===== config.mk =====
export PLATFORM = sky130hd
export DESIGN_NAME = nonce_dispatch_arbiter_flat
export DESIGN_NICKNAME = d
export VERILOG_FILES = /design/src/rtl/nonce_dispatch_arbiter_if.sv /design/src/rtl/nonce_dispatch_arbiter.sv /design/src/flat_wrapper.sv
export SDC_FILE = /design/constraint.sdc
export NUM_CORES = 1
export LEC_CHECK = 0
export BUFFER_PORTS_ARGS = -buffer_cell sky130_fd_sc_hd__buf_2
export CORE_MARGIN = 3
export CORE_UTILIZATION = 52
export CTS_BUF_LIST = sky130_fd_sc_hd__clkbuf_4
export DETAILED_ROUTE_END_ITERATION = 8
export PLACE_DENSITY = 0.92
export SETUP_SLACK_MARGIN = 0.2
export SLEW_MARGIN = 10
export SYNTH_ARGS = -nofsm -noshare
export SYNTH_HDL_FRONTEND = slang
export SYNTH_SLANG_ARGS = --single-unit

===== constraint.sdc =====
create_clock -name clk -period 2.7 [get_ports clk]
set_input_delay 0.405 -clock clk [delete_from_list [all_inputs] [get_ports clk]]
set_output_delay 0.405 -clock clk [all_outputs]
set_load 0.02 [all_outputs]

===== src/rtl/nonce_dispatch_arbiter_if.sv =====
// Controller/core-side bundle of the nonce dispatch arbiter: grant, claim and status signals.
// slave is the arbiter's view; master is the view of whoever drives the cores and the controller.
interface nonce_dispatch_arbiter_if #(
  parameter int NUM_CORES = 4,
  parameter int IDX_W     = 2
);
  logic                    restart;
  logic                    solve_en;
  logic [NUM_CORES-1:0]    core_ready;
  logic [NUM_CORES-1:0]    nonce_grant;
  logic [31:0]             nonce_out;
  logic [NUM_CORES-1:0]    core_found;
  logic [32*NUM_CORES-1:0] core_found_nonce;
  logic [NUM_CORES-1:0]    found_ack;
  logic                    sol_claim;
  logic [31:0]             sol_nonce;
  logic [IDX_W-1:0]        sol_core;
  logic [1:0]              sol_response;
  logic                    exhausted;
  logic                    job_done;

  modport master (
    output restart, solve_en, core_ready, core_found, core_found_nonce, sol_response,
    input  nonce_grant, nonce_out, found_ack, sol_claim, sol_nonce, sol_core, exhausted, job_done
  );

  modport slave (
    input  restart, solve_en, core_ready, core_found, core_found_nonce, sol_response,
    output nonce_grant, nonce_out, found_ack, sol_claim, sol_nonce, sol_core, exhausted, job_done
  );
endinterface


===== src/rtl/nonce_dispatch_arbiter.sv =====
// Hands out unique 32-bit nonces round-robin to ready hash cores and funnels their
// solution claims, one at a time, into the controller's claim/response handshake.
module nonce_dispatch_arbiter #(
  parameter int NUM_CORES = 4,
  parameter int IDX_W     = 2
) (
  input  logic                   clk,
  input  logic                   n_rst,
  nonce_dispatch_arbiter_if.slave bus
);

  localparam logic [1:0] ST_IDLE     = 2'd0;
  localparam logic [1:0] ST_DISPATCH = 2'd1;
  localparam logic [1:0] ST_CLAIM    = 2'd2;
  localparam logic [1:0] ST_DONE     = 2'd3;

  localparam logic [31:0]          NONCE_LAST = 32'hFFFF_FFFF;
  localparam logic [NUM_CORES-1:0] ONE_HOT0   = NUM_CORES'(1);

  logic [1:0]           state;
  logic [31:0]          nonce_cnt;
  logic [IDX_W-1:0]     ptr_d;
  logic [IDX_W-1:0]     ptr_c;
  logic [NUM_CORES-1:0] grant_q;
  logic [NUM_CORES-1:0] ack_q;
  logic [31:0]          nonce_q;
  logic                 sol_claim_q;
  logic [31:0]          sol_nonce_q;
  logic [IDX_W-1:0]     sol_core_q;
  logic                 exhausted_q;
  logic                 job_done_q;

  logic [31:0]          found_nonce [NUM_CORES];
  logic [IDX_W:0]       claim_pick;
  logic [IDX_W:0]       disp_pick;
  logic                 claim_go;
  logic                 disp_go;

  // Returns {found, index} of the first set request at or after ptr, wrapping.
  function automatic logic [IDX_W:0] rr_pick(input logic [NUM_CORES-1:0] req,
                                             input logic [IDX_W-1:0]     ptr);
    logic [IDX_W:0]   res;
    logic [IDX_W-1:0] sel;
    res = '0;
    for (int k = NUM_CORES - 1; k >= 0; k--) begin
      sel = IDX_W'((int'(ptr) + k) % NUM_CORES);
      if (req[sel]) res = {1'b1, sel};
    end
    return res;
  endfunction

  function automatic logic [IDX_W-1:0] next_idx(input logic [IDX_W-1:0] i);
    return (int'(i) == NUM_CORES - 1) ? '0 : i + 1'b1;
  endfunction

  for (genvar g = 0; g < NUM_CORES; g++) begin : g_found_nonce
    assign found_nonce[g] = bus.core_found_nonce[32*g +: 32];
  end

  // The core granted last cycle is masked so a core holding ready high cannot take two in a row.
  always_comb begin
    claim_pick = rr_pick(bus.core_found, ptr_c);
    disp_pick  = rr_pick(bus.core_ready & ~grant_q, ptr_d);
    claim_go   = claim_pick[IDX_W] && (state == ST_IDLE || state == ST_DISPATCH);
    disp_go    = disp_pick[IDX_W] && (state == ST_DISPATCH) && bus.solve_en &&
                 !exhausted_q && !claim_go;
  end

  always_ff @(posedge clk or negedge n_rst) begin
    if (!n_rst) begin
      state <= ST_IDLE;      nonce_cnt   <= '0; ptr_d      <= '0; ptr_c       <= '0;
      grant_q <= '0;         ack_q       <= '0; nonce_q    <= '0; sol_claim_q <= 1'b0;
      sol_nonce_q <= '0;     sol_core_q  <= '0; exhausted_q <= 1'b0; job_done_q <= 1'b0;
    end else if (bus.restart) begin
      state <= ST_IDLE;      nonce_cnt   <= '0; ptr_d      <= '0; ptr_c       <= '0;
      grant_q <= '0;         ack_q       <= '0; nonce_q    <= '0; sol_claim_q <= 1'b0;
      sol_nonce_q <= '0;     sol_core_q  <= '0; exhausted_q <= 1'b0; job_done_q <= 1'b0;
    end else begin
      grant_q <= '0;
      ack_q   <= '0;
      if (claim_go) begin
        state       <= ST_CLAIM;
        sol_claim_q <= 1'b1;
        ack_q       <= ONE_HOT0 << claim_pick[IDX_W-1:0];
        sol_nonce_q <= found_nonce[claim_pick[IDX_W-1:0]];
        sol_core_q  <= claim_pick[IDX_W-1:0];
        ptr_c       <= next_idx(claim_pick[IDX_W-1:0]);
      end else begin
        case (state)
          ST_IDLE: begin
            if (bus.solve_en) state <= ST_DISPATCH;
          end
          ST_DISPATCH: begin
            if (!bus.solve_en) begin
              state <= ST_IDLE;
            end else if (disp_go) begin
              grant_q   <= ONE_HOT0 << disp_pick[IDX_W-1:0];
              nonce_q   <= nonce_cnt;
              nonce_cnt <= nonce_cnt + 32'd1;
              ptr_d     <= next_idx(disp_pick[IDX_W-1:0]);
              // Handing out the last nonce ends the job; the counter wraps but stays unused.
              if (nonce_cnt == NONCE_LAST) begin
                exhausted_q <= 1'b1;
                state       <= ST_DONE;
              end
            end
          end
          ST_CLAIM: begin
            case (bus.sol_response)
              2'b00: ;
              2'b01: begin
                sol_claim_q <= 1'b0;
                state       <= bus.solve_en ? ST_DISPATCH : ST_IDLE;
              end
              default: begin
                sol_claim_q <= 1'b0;
                job_done_q  <= 1'b1;
                state       <= ST_DONE;
              end
            endcase
          end
          default: ;
        endcase
      end
    end
  end

  assign bus.nonce_grant = grant_q;
  assign bus.nonce_out   = nonce_q;
  assign bus.found_ack   = ack_q;
  assign bus.sol_claim   = sol_claim_q;
  assign bus.sol_nonce   = sol_nonce_q;
  assign bus.sol_core    = sol_core_q;
  assign bus.exhausted   = exhausted_q;
  assign bus.job_done    = job_done_q;

endmodule


===== src/flat_wrapper.sv =====
// flat-port wrapper written by rule: the top's interface ports become plain ports
module nonce_dispatch_arbiter_flat 
#(
  parameter int NUM_CORES = 4,
  parameter int IDX_W     = 2
)
  (clk, n_rst, bus_restart, bus_solve_en, bus_core_ready, bus_core_found, bus_core_found_nonce, bus_sol_response, bus_nonce_grant, bus_nonce_out, bus_found_ack, bus_sol_claim, bus_sol_nonce, bus_sol_core, bus_exhausted, bus_job_done);
  nonce_dispatch_arbiter_if #(.NUM_CORES(NUM_CORES), .IDX_W(IDX_W)) bus_i ();
  input  logic clk;
  input  logic n_rst;
  input wire logic [$bits(bus_i.restart)-1:0] bus_restart;
  input wire logic [$bits(bus_i.solve_en)-1:0] bus_solve_en;
  input wire logic [$bits(bus_i.core_ready)-1:0] bus_core_ready;
  input wire logic [$bits(bus_i.core_found)-1:0] bus_core_found;
  input wire logic [$bits(bus_i.core_found_nonce)-1:0] bus_core_found_nonce;
  input wire logic [$bits(bus_i.sol_response)-1:0] bus_sol_response;
  output wire logic [$bits(bus_i.nonce_grant)-1:0] bus_nonce_grant;
  output wire logic [$bits(bus_i.nonce_out)-1:0] bus_nonce_out;
  output wire logic [$bits(bus_i.found_ack)-1:0] bus_found_ack;
  output wire logic [$bits(bus_i.sol_claim)-1:0] bus_sol_claim;
  output wire logic [$bits(bus_i.sol_nonce)-1:0] bus_sol_nonce;
  output wire logic [$bits(bus_i.sol_core)-1:0] bus_sol_core;
  output wire logic [$bits(bus_i.exhausted)-1:0] bus_exhausted;
  output wire logic [$bits(bus_i.job_done)-1:0] bus_job_done;
  assign bus_i.restart = bus_restart;
  assign bus_i.solve_en = bus_solve_en;
  assign bus_i.core_ready = bus_core_ready;
  assign bus_i.core_found = bus_core_found;
  assign bus_i.core_found_nonce = bus_core_found_nonce;
  assign bus_i.sol_response = bus_sol_response;
  assign bus_nonce_grant = bus_i.nonce_grant;
  assign bus_nonce_out = bus_i.nonce_out;
  assign bus_found_ack = bus_i.found_ack;
  assign bus_sol_claim = bus_i.sol_claim;
  assign bus_sol_nonce = bus_i.sol_nonce;
  assign bus_sol_core = bus_i.sol_core;
  assign bus_exhausted = bus_i.exhausted;
  assign bus_job_done = bus_i.job_done;
  nonce_dispatch_arbiter #(.NUM_CORES(NUM_CORES), .IDX_W(IDX_W)) u_core (.clk(clk), .n_rst(n_rst), .bus(bus_i));
endmodule

# Word-level counts from Yosys, hierarchy flattened
# Cells that the tools add are included.
[word_totals]
reg_bits = 115
in_bits = 142
wordCells = 152
output_inout_bits = 77
[classes]
n_bitwise = 3
n_addsub = 9
n_shift = 2
n_reduce_logical = 24
n_eq_ne = 13
muxes = 80
magnitude_cmp = 9
[op_table]
columns = ["operator", "count"]
rows = [
  ["32-bit 2-to-1 mux", 14],
  ["32-bit binary-select mux with 2-bit select", 1],
  ["2-bit 2-to-1 mux", 17],
  ["32-bit by 1-bit adder with 32-bit output, second input constant", 1],
  ["32-bit equality test, second input constant", 1],
  ["4-bit 2-to-1 mux", 7],
  ["2-bit by 3-bit less-than comparator with 1-bit output, second input constant", 8],
  ["3-bit 2-to-1 mux", 8],
  ["1-bit 2-to-1 mux", 23],
  ["1-bit binary-select mux with 2-bit select", 8],
  ["2-bit nonzero test", 6],
  ["5-bit AND reduction", 2],
  ["2-bit by 1-bit adder with 2-bit output, second input constant", 4],
  ["2-bit adder, second input constant", 4],
  ["2-bit by 1-bit equality test with 1-bit output, second input constant", 4],
  ["4-bit by 3-bit != test with 1-bit output, second input constant", 2],
  ["1-bit by 2-bit << shifter with 4-bit output, first input constant", 2],
  ["2-bit one-hot mux with 3 select lines", 1],
  ["1-bit logical AND", 5],
  ["5-bit by 3-bit != test with 1-bit output, second input constant", 1],
  ["5-bit by 4-bit != test with 1-bit output, second input constant", 1],
  ["5-bit nonzero test", 1],
  ["4-bit bitwise AND", 1],
  ["2-bit zero test", 2],
  ["15 further kinds", 16],
]

# Depth between registers and ports, before layout
[depth]
depth_word = 17
mapped_depth = 9
mapped_depth_nobuf = 8

# Worst setup path before layout
# No wires, ideal clock.
[synth_timing]
kind = "input to register"
startpoint = "input bus_core_found[3]"
endpoint = "register u_core.nonce_cnt[30]"
path_stages = 5
setup_ps = 78
required_time_ps = 2622
slack_ps = 620
arrival_time_ps = 2002
cell_sequence = "or4_4 nor3_4 nand2_2 or4_1 a21oi_1"
[synth_via]
elab_chain_cells = 11
word_cells_on_any_way = 18
classes_between = "1 x eq/ne; 12 x mux; 5 x reduce/logical"
[synth_rtl]
columns = ["element", "line", "source"]
rows = [
  ["start: declaration", "flat_wrapper.sv:14", "input wire logic [$bits(bus_i.core_found)-1:0] bus_core_found;"],
  ["1-bit binary-select mux with 2-bit select", "nonce_dispatch_arbiter.sv:47", "if (req[sel]) res = {1'b1, sel};"],
  ["1-bit 2-to-1 mux (implied by the code)", "nonce_dispatch_arbiter.sv:47", ""],
  ["3-bit 2-to-1 mux (3 in series)", "nonce_dispatch_arbiter.sv:47", ""],
  ["3-bit 2-to-1 mux *", "nonce_dispatch_arbiter.sv:47", ""],
  ["1-bit logical AND *", "nonce_dispatch_arbiter.sv:64", "claim_go = claim_pick[IDX_W] && (state == ST_IDLE || state == ST_DISPATCH);"],
  ["1-bit zero test", "nonce_dispatch_arbiter.sv:66", "!exhausted_q && !claim_go;"],
  ["1-bit logical AND", "nonce_dispatch_arbiter.sv:66", ""],
  ["2-bit nonzero test (no source line)", "-", ""],
  ["4-bit AND reduction (no source line) *", "-", ""],
  ["end signal: assignment", "nonce_dispatch_arbiter.sv:99", "nonce_cnt <= nonce_cnt + 32'd1;"],
  ["end: declaration", "nonce_dispatch_arbiter.sv:21", "logic [31:0] nonce_cnt;"],
]
# Mark *: on every way between the ends. The rest lies on a longest branch, timed or not. The select of a mux whose other input is x is not followed.
# A chain may end at the register's enable or synchronous reset.

# Worst setup path after layout
[layout_timing]
startpoint = "register u_core.state[1]"
endpoint = "register u_core.nonce_cnt[30]"
[layout_via]
elab_chain_cells = 7
word_cells_on_any_way = 13
classes_between = "2 x eq/ne; 11 x reduce/logical"
[layout_rtl]
columns = ["element", "line", "source"]
rows = [
  ["start: declaration", "nonce_dispatch_arbiter.sv:20", "logic [1:0] state;"],
  ["start signal: assignment", "nonce_dispatch_arbiter.sv:113", "state <= bus.solve_en ? ST_DISPATCH : ST_IDLE;"],
  ["2-bit by 1-bit equality test with 1-bit output / 2-bit zero test (equally long branches)", "nonce_dispatch_arbiter.sv:64, nonce_dispatch_arbiter.sv:65, nonce_dispatch_arbiter.sv:89", ""],
  ["1-bit logical AND / 1-bit logical OR (equally long branches)", "nonce_dispatch_arbiter.sv:65, nonce_dispatch_arbiter.sv:64", ""],
  ["1-bit logical AND, on equally long branches", "nonce_dispatch_arbiter.sv:65, nonce_dispatch_arbiter.sv:64", ""],
  ["1-bit logical AND / 1-bit zero test (equally long branches)", "nonce_dispatch_arbiter.sv:65, nonce_dispatch_arbiter.sv:66", ""],
  ["1-bit logical AND", "nonce_dispatch_arbiter.sv:66", ""],
  ["2-bit nonzero test (no source line)", "-", ""],
  ["4-bit AND reduction (no source line) *", "-", ""],
]
# Mark *: on every way between the ends. The rest lies on a longest branch, timed or not.

==> metrics.cfg <==
[grt]
grtUsageTotal_pct = 26.1
grt_max_degree = 65
grt_pass1_wl_um = 28000
antenna_found_initial = 0
first_global_vias = 5865
grt_overflow_total = 0

[worst_setup_path]
start_kind = flop
end_kind = flop
critPathKind = reg -> reg
cp.arrival_ns = 2.65
r2r_cells = 7
r2r-start = u_core.state[1]$_DFFE_PN0P_
rrSetupSlack_ns = 0.50
crit_fanout = 8
worstSetupStartpoint = u_core.state[1]$_DFFE_PN0P_
critical_path_required_ns = 3.15
reg2reg_to = u_core.nonce_cnt[30]$_DFFE_PN0P_

[timing]
slew_headroom_pct = 35.1
holdWs_ns = 0.189
tightestPinTransition_ns = 0.965
fin_skew_ns = 0.0206
rsz0062_at_grt = no
hold_viol = 0
fin_crit_sh_pct = 81.7
fin_setup_tns_ns = 0
finalCriticalPeriod_ns = 2.20
max_freq_mhz = 454
setup_ws_ns = 0.495
maxSlewViolCount = 0
setup_violations = 0

[power]
power.density_mw_per_mm2 = 688
finalPower_mw = 5.44
max-vdd-ir-drop_mv = 0.697
power.leakage_nw = 3.82

[placed_design]
gp_congestion = 0.909
dpl.hpwl_um = 13000
place_area_mm2 = 0.00762
post-place-ws_ns = 0.321
dp.cells = 1045
io_buffers = 218

[yosys]
synth_edf_count = 0
synth.mux.area_fraction_pct = 5.35
synth_warnings = 0
synthFlopType = dfrtp_1
seq_area_frac_synth_pct = 45.3
syn_nets = 868
ys_async_sr_fraction_pct = 100
synth-simple-area-share_pct = 23.0
netlist-cell-type-count = 49
synth_top_family_by_area = simple AND/OR/NAND/NOR gates
avgSynthCellArea_um2 = 8.90
synth_fa_ha_area_share_pct = 2.36
syn-instance-count = 714
synth-compound-area-share_pct = 18.7
syn_area_mm2 = 0.00636
synth_seq_cells = 115
synth-xor-area-share_pct = 1.65

[cts]
clock-root-buffer = clkbuf_4
cts_tree = built
clock_latency_ns = 0.53
ctsLongestPathBuffers = 2
cts_sinks = 115
htree_num_levels = 4
cts.clk_slew.worst_paths_ns = 0.10
cts_buffers = 17
cts_resized = 0

[run_status]
outcome = complete, no violations

[drt]
vias_per_cell = 5.72
wl_um = 17500
top_layer = met4
drt-met1-wl_um = 6670
vias = 6150
drt_iter0_drc = 503
final_antenna_net_count = 0
drcViolationCount = 0
routed-wl-met3_um = 1320
first_pass_iters = 5
wl_per_cell_um = 16.2
dr_wl_met2_um = 8810

[die]
dieHeight_um = 117
rows = 39
die_x_um = 117
ios = 219
start_util_pct = 54.5
core_area_mm2 = 0.0117
die-area_mm2 = 0.0136

[final_layout]
num_antenna_cells = 0
drive_above_1_share_pct = 29.7
layout_commonest_cell = buf_2
area_growth_pct = 24.4
mostFrequentLayoutCells = buf_2, nand2_1, dfrtp_1
nNetsFinal = 1076
fin_area_mm2 = 0.00791
fin_cells = 1076
fin_util_pct = 67.8

[hold_path]
min_path_cells = 3
holdCritPathClass = in -> reg
hold_path_end = u_core.bus.sol_nonce[22]$_DFFE_PN0P_
hp-start = bus_core_found_nonce[22]

[job]
max_cap_violations = 0

==> sequential cells by signal (all words and copies together), names as in the netlist <==
name	cells
u_core.bus.exhausted	1
u_core.bus.found_ack	4
u_core.bus.job_done	1
u_core.bus.nonce_grant	4
u_core.bus.nonce_out	32
u_core.bus.sol_claim	1
u_core.bus.sol_core	2
u_core.bus.sol_nonce	32
u_core.nonce_cnt	32
u_core.ptr_c	2
u_core.ptr_d	2
u_core.state	2
==> per-layer routing <==
layer | GRT usage, % | vias up
li1 | - | 2981
met1 | 31.1 | 2858
met2 | 43.7 | 263
met3 | 7.41 | 48
met4 | 12.1 | 0
met5 | 0 | -
==> report_power, final <==
part / internal [mW] / switching (mW) / leakage (nW)
Combinational: 0.777 / 1.28 / 2.10
Clock: 0.615 / 0.643 / 0.143
Sequential: 1.97 / 0.152 / 1.58
==> layout make-up <==
type | instances | area, µm²
Tap cell | 143 | 179
Timing Repair Buffer | 238 | 1270
Clock buffer | 17 | 128
Fill cell | 923 | 3760
Clock inverter | 13 | 144
Multi-Input combinational cell | 539 | 3260
Inverter | 11 | 41.3
Sequential cell | 115 | 2880
==> what timing repair did <==
item / in CTS / in global routing
setup buffers: 0 / 0
hold endpoints to repair: 43 / 0
hold buffers: 1 / 0
==> worst max-delay path by stage <==
stage                                            to  slack, ns
2_1_floorplan      u_core.nonce_cnt[30]$_DFFE_PN0P_       0.62
3_3_place_gp       u_core.nonce_cnt[30]$_DFFE_PN0P_       0.38
3_5_place_dp       u_core.nonce_cnt[30]$_DFFE_PN0P_       0.32
4_1_cts            u_core.nonce_cnt[30]$_DFFE_PN0P_       0.49
5_1_grt        u_core.bus.sol_nonce[26]$_DFFE_PN0P_       0.38
6_report           u_core.nonce_cnt[30]$_DFFE_PN0P_       0.50
==> synthesized netlist by cell type (all sizes together) (15+ instances only) <==
master | number | share of area (%)
and3 | 35 | 3.4
nand2 | 121 | 7.2
or3 | 15 | 1.5
nor2 | 30 | 1.9
a21oi | 64 | 5.0
o211ai | 32 | 3.8
clkbuf | 40 | 2.4
dfrtp | 115 | 45
mux2i | 34 | 5.4
nand4 | 19 | 2.0
o21ai | 51 | 4.0
a21boi | 33 | 3.9
==> logic make-up after synthesis <==
family | count (synthesis)
compound gates | 196
xor+xnor | 12
fa+ha+maj | 12
buf+inv | 60
flops | 115
mux | 34
simple gates | 285
==> worst max-delay path, stage by stage (launching register included) <==
cell and delay [ns]:
dfrtp_1 0.39, inv_1 0.11, ha_1 0.26, nand2_1 0.22
nor3_4 0.39, nand2_2 0.11, or4_1 0.51, a21oi_1 0.15
No activity file was read; power rests on OpenSTA's default activity.
